--- config.mk ---
export PLATFORM = sky130hd
export DESIGN_NAME = pitch_unit_framer
export DESIGN_NICKNAME = d
export VERILOG_FILES = /design/src/rtl/pitch_unit_framer.sv
export SDC_FILE = /design/constraint.sdc
export NUM_CORES = 1
export LEC_CHECK = 0
export CAP_MARGIN = 20
export CORE_UTILIZATION = 59
export DETAILED_ROUTE_END_ITERATION = 10
export PLACE_DENSITY = 0.93
export SLEW_MARGIN = 20
export SYNTH_ARGS = -nofsm -noshare
export SYNTH_HDL_FRONTEND = slang
export SYNTH_SLANG_ARGS = --single-unit
export TNS_END_PERCENT = 50
--- constraint.sdc ---
create_clock -name Clk40 -period 7.75 [get_ports Clk40]
set_input_delay 1.55 -clock Clk40 [delete_from_list [all_inputs] [get_ports Clk40]]
set_output_delay 1.55 -clock Clk40 [all_outputs]
set_load 0.02 [all_outputs]
--- src/rtl/pitch_unit_framer.sv ---
`default_nettype none
// ============================================================================
// Module   : pitch_unit_framer
// Brief    : Packs PITCH messages behind an 8-byte Sequenced Unit header onto
//            a 64-bit little-endian word / byte-enable stream.
// Revision : 1.0 - initial release
// ============================================================================
module pitch_unit_framer #(
  parameter logic [31:0] SEQ_INIT = 32'd1
) (
  input  logic        Clk40,
  input  logic        reset_n,
  input  logic        seq_load,
  input  logic [31:0] seq_value,
  input  logic        unit_valid,
  output logic        unit_ready,
  input  logic [15:0] unit_len,
  input  logic [7:0]  unit_count,
  input  logic [7:0]  unit_id,
  input  logic        data_valid,
  output logic        ready_for_msg_input,
  input  logic [7:0]  byte_enables,
  input  logic [63:0] bytes,
  input  logic        msg_last,
  output logic        out_valid,
  input  logic        ready_for_udp_output,
  output logic [7:0]  out_byte_enables,
  output logic [63:0] out_bytes,
  output logic        out_last,
  output logic        len_error,
  output logic [31:0] seq_next
);

  typedef enum logic [1:0] {
    S_IDLE  = 2'd0,
    S_HDR   = 2'd1,
    S_BODY  = 2'd2,
    S_FLUSH = 2'd3
  } state_t;

  function automatic logic [3:0] be_count(input logic [7:0] be);
    be_count = 4'd0;
    for (int i = 0; i < 8; i++) be_count = be_count + {3'd0, be[i]};
  endfunction

  function automatic logic [7:0] be_mask(input logic [3:0] k);
    be_mask = 8'd0;
    for (int i = 0; i < 8; i++) be_mask[i] = (4'(i) < k);
  endfunction

  function automatic logic [63:0] mask_bytes(input logic [63:0] b, input logic [7:0] be);
    mask_bytes = 64'd0;
    for (int i = 0; i < 8; i++) mask_bytes[8*i +: 8] = b[8*i +: 8] & {8{be[i]}};
  endfunction

  state_t      r_state, w_state_nxt;
  logic        r_out_valid, w_out_valid_nxt;
  logic        r_out_last, w_out_last_nxt;
  logic        r_len_err, w_len_err_nxt;
  logic [63:0] r_out_bytes, w_out_bytes_nxt;
  logic [7:0]  r_out_be, w_out_be_nxt;
  logic [55:0] r_res, w_res_nxt;
  logic [2:0]  r_res_cnt, w_res_cnt_nxt;
  logic [7:0]  r_msg_cnt, w_msg_cnt_nxt;
  logic [16:0] r_byte_cnt, w_byte_cnt_nxt;
  logic [15:0] r_len, w_len_nxt;
  logic [7:0]  r_cnt, w_cnt_nxt;
  logic [31:0] r_seq, w_seq_nxt;

  logic        w_out_fire, w_unit_acc, w_in_acc, w_seq_ld, w_closing;
  logic [31:0] w_seq_base;
  logic [63:0] w_in_masked;
  logic [3:0]  w_n, w_sum;
  logic [119:0] w_comb;
  logic [16:0] w_byte_total;

  assign w_out_fire          = r_out_valid && ready_for_udp_output;
  assign unit_ready          = reset_n && (r_state == S_IDLE) && !r_out_valid;
  assign ready_for_msg_input = (r_state == S_BODY) && (!r_out_valid || ready_for_udp_output);
  assign w_unit_acc          = unit_valid && unit_ready;
  assign w_in_acc            = data_valid && ready_for_msg_input;
  assign w_seq_ld            = seq_load && (r_state == S_IDLE);
  assign w_seq_base          = w_seq_ld ? seq_value : r_seq;

  // Residue occupies the low bytes; the new word lands directly above it.
  assign w_n          = be_count(byte_enables);
  assign w_in_masked  = mask_bytes(bytes, byte_enables);
  assign w_sum        = {1'b0, r_res_cnt} + w_n;
  assign w_comb       = ({56'd0, w_in_masked} << {r_res_cnt, 3'b000}) | {64'd0, r_res};
  assign w_byte_total = r_byte_cnt + {13'd0, w_n};
  assign w_closing    = msg_last && (8'(r_msg_cnt + 8'd1) == r_cnt);

  assign w_seq_nxt = w_seq_base + ((w_out_fire && r_out_last) ? {24'd0, r_cnt} : 32'd0);

  always_comb begin
    w_state_nxt     = r_state;
    w_out_valid_nxt = r_out_valid && !w_out_fire;
    w_out_bytes_nxt = r_out_bytes;
    w_out_be_nxt    = r_out_be;
    w_out_last_nxt  = r_out_last;
    w_len_err_nxt   = 1'b0;
    w_res_nxt       = r_res;
    w_res_cnt_nxt   = r_res_cnt;
    w_msg_cnt_nxt   = r_msg_cnt;
    w_byte_cnt_nxt  = r_byte_cnt;
    w_len_nxt       = r_len;
    w_cnt_nxt       = r_cnt;
    case (r_state)
      S_IDLE: begin
        if (w_unit_acc) begin
          w_len_nxt       = unit_len;
          w_cnt_nxt       = unit_count;
          w_out_valid_nxt = 1'b1;
          w_out_bytes_nxt = {w_seq_base, unit_id, unit_count, 16'(unit_len + 16'd8)};
          w_out_be_nxt    = 8'hFF;
          w_out_last_nxt  = (unit_count == 8'd0);
          w_len_err_nxt   = (unit_count == 8'd0) && (unit_len != 16'd0);
          w_res_nxt       = 56'd0;
          w_res_cnt_nxt   = 3'd0;
          w_msg_cnt_nxt   = 8'd0;
          w_byte_cnt_nxt  = 17'd0;
          w_state_nxt     = S_HDR;
        end
      end
      S_HDR: begin
        if (w_out_fire) w_state_nxt = (r_cnt == 8'd0) ? S_IDLE : S_BODY;
      end
      S_BODY: begin
        if (w_in_acc) begin
          w_byte_cnt_nxt = w_byte_total;
          w_msg_cnt_nxt  = r_msg_cnt + {7'd0, msg_last};
          if (w_closing && (w_sum <= 4'd8)) begin
            w_out_valid_nxt = 1'b1;
            w_out_bytes_nxt = w_comb[63:0];
            w_out_be_nxt    = be_mask(w_sum);
            w_out_last_nxt  = 1'b1;
            w_len_err_nxt   = (w_byte_total != {1'b0, r_len});
            w_res_nxt       = 56'd0;
            w_res_cnt_nxt   = 3'd0;
            w_state_nxt     = S_IDLE;
          end else if (w_sum >= 4'd8) begin
            w_out_valid_nxt = 1'b1;
            w_out_bytes_nxt = w_comb[63:0];
            w_out_be_nxt    = 8'hFF;
            w_out_last_nxt  = 1'b0;
            w_res_nxt       = w_comb[119:64];
            w_res_cnt_nxt   = w_sum[2:0];
            if (w_closing) w_state_nxt = S_FLUSH;
          end else begin
            w_res_nxt     = w_comb[55:0];
            w_res_cnt_nxt = w_sum[2:0];
          end
        end
      end
      S_FLUSH: begin
        if (!r_out_valid || ready_for_udp_output) begin
          w_out_valid_nxt = 1'b1;
          w_out_bytes_nxt = {8'd0, r_res};
          w_out_be_nxt    = be_mask({1'b0, r_res_cnt});
          w_out_last_nxt  = 1'b1;
          w_len_err_nxt   = (r_byte_cnt != {1'b0, r_len});
          w_res_nxt       = 56'd0;
          w_res_cnt_nxt   = 3'd0;
          w_state_nxt     = S_IDLE;
        end
      end
      default: w_state_nxt = S_IDLE;
    endcase
  end

  always_ff @(posedge Clk40 or negedge reset_n) begin
    if (!reset_n) begin
      r_state     <= S_IDLE;
      r_out_valid <= 1'b0;
      r_out_bytes <= 64'd0;
      r_out_be    <= 8'd0;
      r_out_last  <= 1'b0;
      r_len_err   <= 1'b0;
      r_res       <= 56'd0;
      r_res_cnt   <= 3'd0;
      r_msg_cnt   <= 8'd0;
      r_byte_cnt  <= 17'd0;
      r_len       <= 16'd0;
      r_cnt       <= 8'd0;
      r_seq       <= SEQ_INIT;
    end else begin
      r_state     <= w_state_nxt;
      r_out_valid <= w_out_valid_nxt;
      r_out_bytes <= w_out_bytes_nxt;
      r_out_be    <= w_out_be_nxt;
      r_out_last  <= w_out_last_nxt;
      r_len_err   <= w_len_err_nxt;
      r_res       <= w_res_nxt;
      r_res_cnt   <= w_res_cnt_nxt;
      r_msg_cnt   <= w_msg_cnt_nxt;
      r_byte_cnt  <= w_byte_cnt_nxt;
      r_len       <= w_len_nxt;
      r_cnt       <= w_cnt_nxt;
      r_seq       <= w_seq_nxt;
    end
  end

  assign out_valid        = r_out_valid;
  assign out_bytes        = r_out_bytes;
  assign out_byte_enables = r_out_be;
  assign out_last         = r_out_last;
  assign len_error        = r_len_err;
  assign seq_next         = r_seq;

endmodule
`default_nettype wire
### Word level (Yosys, flattened, before mapping)

Cells that the tools add are included.
W data, S select, Z words.

* eq/ne operators: 12
* shifts and indexed selects: 1
* reductions and logical operators: 26
* multiplexer cells: 57
* add/sub/neg operators: 13
* bitwise logic cells: 9
* order comparisons: 17

Operators by type and width (number)
* $mux W64: 5
* $mux W56: 5
* $pmux W64 S3: 1
* $pmux W56 S3: 1
* $or A120 B56 Y120: 1
* $shl A64 B6 Y120: 1
* $and A8 B8 Y8: 8
* $mux W8: 8
* $mux W17: 2
* $ne A17 B16 Y1: 2
* $pmux W17 S2: 1
* $add A32 B8 Y32: 1
* $mux W32: 1
* $pmux W8 S3: 1
* $add A17 B4 Y17: 1
* $add A16 B4 Y16 const B: 1
* $add A4 B1 Y4: 4
* $logic_not A8 Y1: 2
* $lt A3 B4 Y1 const A: 4
* $mux W2: 8
* $pmux W8 S2: 1
* $reduce_bool A16 Y1: 1
* $mux W1: 14
* $logic_and A1 B1 Y1: 12
* 33 further kinds: 49

* word-level logic and storage cells: 148
* input port bits: 143
* output and inout bits: 109
* bits in registers: 217

### Depth between registers and ports, before layout

* depth after elaboration: 13
* mapped depth: 20
* mapped depth without buffers: 17

### Least setup slack after synthesis

Ideal clock, no wire load.

* kind: input-to-reg
* start: input byte_enables[3]
* end: register r_res[0]
* stages: 17
* data required time: 7608 ps
* arrival time: 6072 ps
* path buffers: 4
* setup slack: 1536 ps
* library setup time: 142 ps
* cells stage by stage: clkbuf_1 clkbuf_1 inv_1 fa_1 fa_1 fa_1 inv_1 ha_1 fa_1 ha_1 a21o_1 a21oi_1 xnor2_1 nor2_2 buf_2 clkbuf_1 a211oi_1

* longest elaborated chain between the ends: 11
* elaborated cells on any way between the ends: 16
* classes of those cells: 6 x add/sub; 2 x order compare; 1 x shift; 4 x mux; 2 x bitwise; 1 x reduce/logical

RTL lines
* start: declaration: line 22 `input logic [7:0] byte_enables,`
* $add A3 B1 Y4: line 43 `for (int i = 0; i < 8; i++) be_count = be_count + {3'd0, be[i]};`
* $add A4 B1 Y4 (4 in a row): line 43
* $add A3 B4 Y4: line 88 `assign w_sum = {1'b0, r_res_cnt} + w_n;`
* $ge A4 B4 Y1 / $le A4 B4 Y1 (equally long branches): line 141, 132
* $mux W56 / $logic_and A1 B1 Y1 (equally long branches): line 141, 132
* $mux W56 (*): line 132 `if (w_closing && (w_sum <= 4'd8)) begin`
* $mux W56 (*): line 129 `if (w_in_acc) begin`
* $pmux W56 S3 (*): line 108 `case (r_state)`
* end signal: assignment: line 193 `r_res <= w_res_nxt;`
* end: declaration: line 62 `logic [55:0] r_res, w_res_nxt;`

Mark *: on every way between the ends. The rest lies on a longest branch, timed or not. The select of a mux whose other input is x is not followed.
A chain may end at the register's enable or synchronous reset.

### Worst setup path after layout

* start: input byte_enables[1]
* end: register r_res[35]

* longest elaborated chain between the ends: 13
* elaborated cells on any way between the ends: 18
* classes of those cells: 8 x add/sub; 2 x order compare; 1 x shift; 4 x mux; 2 x bitwise; 1 x reduce/logical

RTL lines (line)
* $add A1 B1 Y2: 43
* $add A2 B1 Y3: 43
* $add A3 B1 Y4: 43
* $add A4 B1 Y4 (4 in a row): 43
* $add A3 B4 Y4: 88
* $ge A4 B4 Y1 / $le A4 B4 Y1 (equally long branches): 141, 132
* $mux W56 / $logic_and A1 B1 Y1 (equally long branches): 141, 132
* $mux W56 (*): 132
* $mux W56 (*): 129
* $pmux W56 S3 (*): 108

Marks and branches as above.

==> results.tsv <==
stage	metric	value	unit
synth	Post-Syn Nets	1982	
place	pre-CTS setup slack	0.563	ns
worst_setup_path	reg2reg start	r_res_cnt[1]	
clock_network	root buffer cell	clkbuf_16	
finish	Final Util	73.7	%
floorplanning	Initial Util	60.0	%
flow_run	# Max-Cap Violations	0	
synth	top_reg_cell synth	dfrtp_1	
clock_network	post-CTS setup buffers	0	
sta	Final Skew	0.0125	ns
sta	hold_ws	0.484	ns
clock_network	post-cts resize count	0	
synth	post-synthesis sequential area ratio	36.2	%
sta	Post-Route Setup TNS	0	ns
finish	cell area after layout	0.0185	mm^2
floorplanning	Horiz. Die Dim	162	um
clock_network	clock-pin slew on the worst setup and hold paths	0.06	ns
worst_setup_path	CP arrival	7.17	ns
detailed_routing	DR vias/cell	6.65	
pwr	total power	8.08	mW
clock_network	Post-CTS Hold Fix Bufs	0	
global_route	pin count of the biggest net entering global routing	128	
floorplanning	row cnt	58	
floorplanning	die area	0.0261	mm^2
sta	setup ws final	0.965	ns
floorplanning	IO Pins	252	
detailed_routing	final WL	53.0	mm
worst_setup_path	Setup crit start kind	input port	
clock_network	Clock Latency Late Sink	0.52	ns
place	I/O Buffers	251	
pwr	peak supply drop	0.528	mV
global_route	antenna violations before repair	0	
sta	final period utilization	87.5	%
floorplanning	Core ar.	0.0250	mm^2
synth	post-synthesis cell area	0.0150	mm^2
synth	async set or reset register ratio after synthesis	100	%
clock_network	H-Tree Depth	1	
sta	final hold viol count	0	
synth	Yosys cell types	83	
sta	Fmax achieved	0.147	GHz
min_path	Hold Crit Start	out_bytes[12]	
worst_setup_path	CP Class	input port to flip-flop	
finish	synth-to-layout area growth	22.9	%
global_route	first-pass GRT wire length	81.0	mm
sta	Tmin final	6.78	ns
synth	Synth Register Bits	217	
clock_network	total CTS buffers	23	
sta	Slew @ Worst Pin	1.08	ns
place	GP Congestion	1.01	
clock_network	clock sinks	217	
finish	Layout Cells excl Fill	2324	
synth	EDFF count, synth	0	
finish	layout cells sized above 1	6.47	%
pwr	Power Density	438	mW/mm^2
sta	setup violators final	0	
sta	RSZ-0062 raised after global routing	no	
global_route	vias in the first global route	14392	
finish	n_diodes	0	
worst_setup_path	CP required	8.13	ns
detailed_routing	remaining design rule violation count	0	
detailed_routing	antenna viol nets, final	0	
floorplanning	Die Height	162	um
clock_network	maximum root-to-sink buffer count	3	
status	status	finished, final reports clean	
sta	relative slew slack	28.1	%
place	post-DP HPWL	38.9	mm
synth	Avg Synthesized Cell Area	8.32	um^2
worst_setup_path	CP startpoint	byte_enables[1]	
synth	Yosys warning count	0	
detailed_routing	wire length per cell	22.8	um
sta	Slew Viols, Final	0	
worst_setup_path	CP endpoint kind	flip-flop	
detailed_routing	detailed-route via count	15455	
clock_network	CTS tree	yes	
global_route	gr usage total	40.0	%
worst_setup_path	critical path peak fanout	23	
place	placed cells	2281	
synth	Mapped Cells	1805	
min_path	Hold Crit Class	flip-flop to flip-flop	
detailed_routing	Initial DRT Pass Iterations	7	
finish	# nets final	2155	
place	Post-DP Area	0.0176	mm^2
pwr	Lkg Pwr	7.59	nW
global_route	GR Overflow Total	0	
detailed_routing	Iteration-0 DRC Markers	2195	
-- worst max-delay path, cell delays in order --
cell,delay (ns)
clkdlybuf4s50_1,0.61
inv_1,0.10
fa_1,0.53
fa_1,0.44
fa_1,0.50
inv_1,0.06
ha_1,0.20
fa_1,0.63
inv_1,0.10
fa_1,0.59
nor2b_1,0.18
nor2b_1,0.21
nor2_1,0.13
o21a_1,0.21
nor2_2,0.61
buf_4,0.41
a221oi_1,0.10
-- path summary, 6_finish.rpt --
kind                            endpoint  slack [ns]  depth (start not counted)
max reg2reg                    r_res[35]        3.60                         10
min                        out_bytes[12]        0.48                          1
max                            r_res[35]        0.97                         17
min in group asynchronous   seq_next[14]        1.10                          1
max in group asynchronous       r_cnt[6]        5.21                          2
min reg2reg                out_bytes[12]        0.48                          1
-- sequential cells by signal (all words and copies together) (netlist names) --
register,cells
r_res,56
r_len,16
out_bytes,64
r_res_cnt,3
r_msg_cnt,8
out_byte_enables,8
seq_next,32
r_state,2
r_cnt,8
len_error,1
out_valid,1
r_byte_cnt,17
out_last,1
-- cell type report --
class,instances,area (um^2)
repair buffers,279,2780
well taps,330,413
clock inverters,16,200
fillers,1774,6580
inverters,42,158
flip-flops and latches,217,5440
multi-input cells,1415,8870
clock buffers,25,603
-- placed cells by master, fill, tap and decap left out, drive strengths merged, types with 48 or more instances in the layout --
| cell | n |
|---|---|
| nand2 | 319 |
| clkdlybuf4s50 | 250 |
| dfrtp | 216 |
| o21ai | 171 |
| nor2 | 153 |
| a21oi | 101 |
| nand3 | 95 |
| mux2 | 72 |
| xnor2 | 49 |
| xor2 | 48 |
-- metal layers --
layer	wire length (um)	vias to the layer above	global-route usage (%)
met5	0	-	0
met4	2720	0	18.3
met3	6790	197	9.96
met2	23400	1187	60.9
met1	20100	7295	53.9
li1	-	6776	-
-- logic make-up after synthesis --
| kind of cell | share of synthesized area (%) |
|---|---|
| muxes | 9.10 |
| xor gates and xnor gates | 5.66 |
| adders and majority gates | 3.18 |
| AOI/OAI and AO/OA | 20.5 |
| DFF | 36.2 |
| and+or+nand+nor | 20.4 |
| buffers and inverters | 5.02 |
-- synthesized netlist by cell type, drive strengths merged, types with 10 or more instances --
cell / count / area [um^2]
o221ai: 16 / 140
xnor2: 49 / 429
o22ai: 21 / 131
and2: 10 / 62.6
inv: 40 / 150
dfrtp: 216 / 5410
o211ai: 13 / 97.6
nor4: 11 / 81.3
and3: 10 / 67.6
mux2i: 42 / 420
a21oi: 101 / 505
a31oi: 17 / 106
a22oi: 17 / 128
a221oi: 14 / 129
nand4: 12 / 81.3
nand3: 95 / 493
a21o: 11 / 82.6
a211oi: 36 / 270
nand2: 319 / 1210
clkbuf: 86 / 323
nor2: 153 / 577
ha: 27 / 338
buf: 45 / 274
o21ai: 171 / 860
xor2: 48 / 420
mux2: 72 / 811
nor3: 13 / 70.1
-- power by group --
part / switching [mW] / leakage, nW / internal (mW)
Sequential: 0.435 / 2.70 / 1.64
Clock: 0.491 / 0.383 / 0.699
Combinational: 2.94 / 4.50 / 1.87
Total: 3.87 / 7.59 / 4.21
No activity file was read; power rests on OpenSTA's default activity.
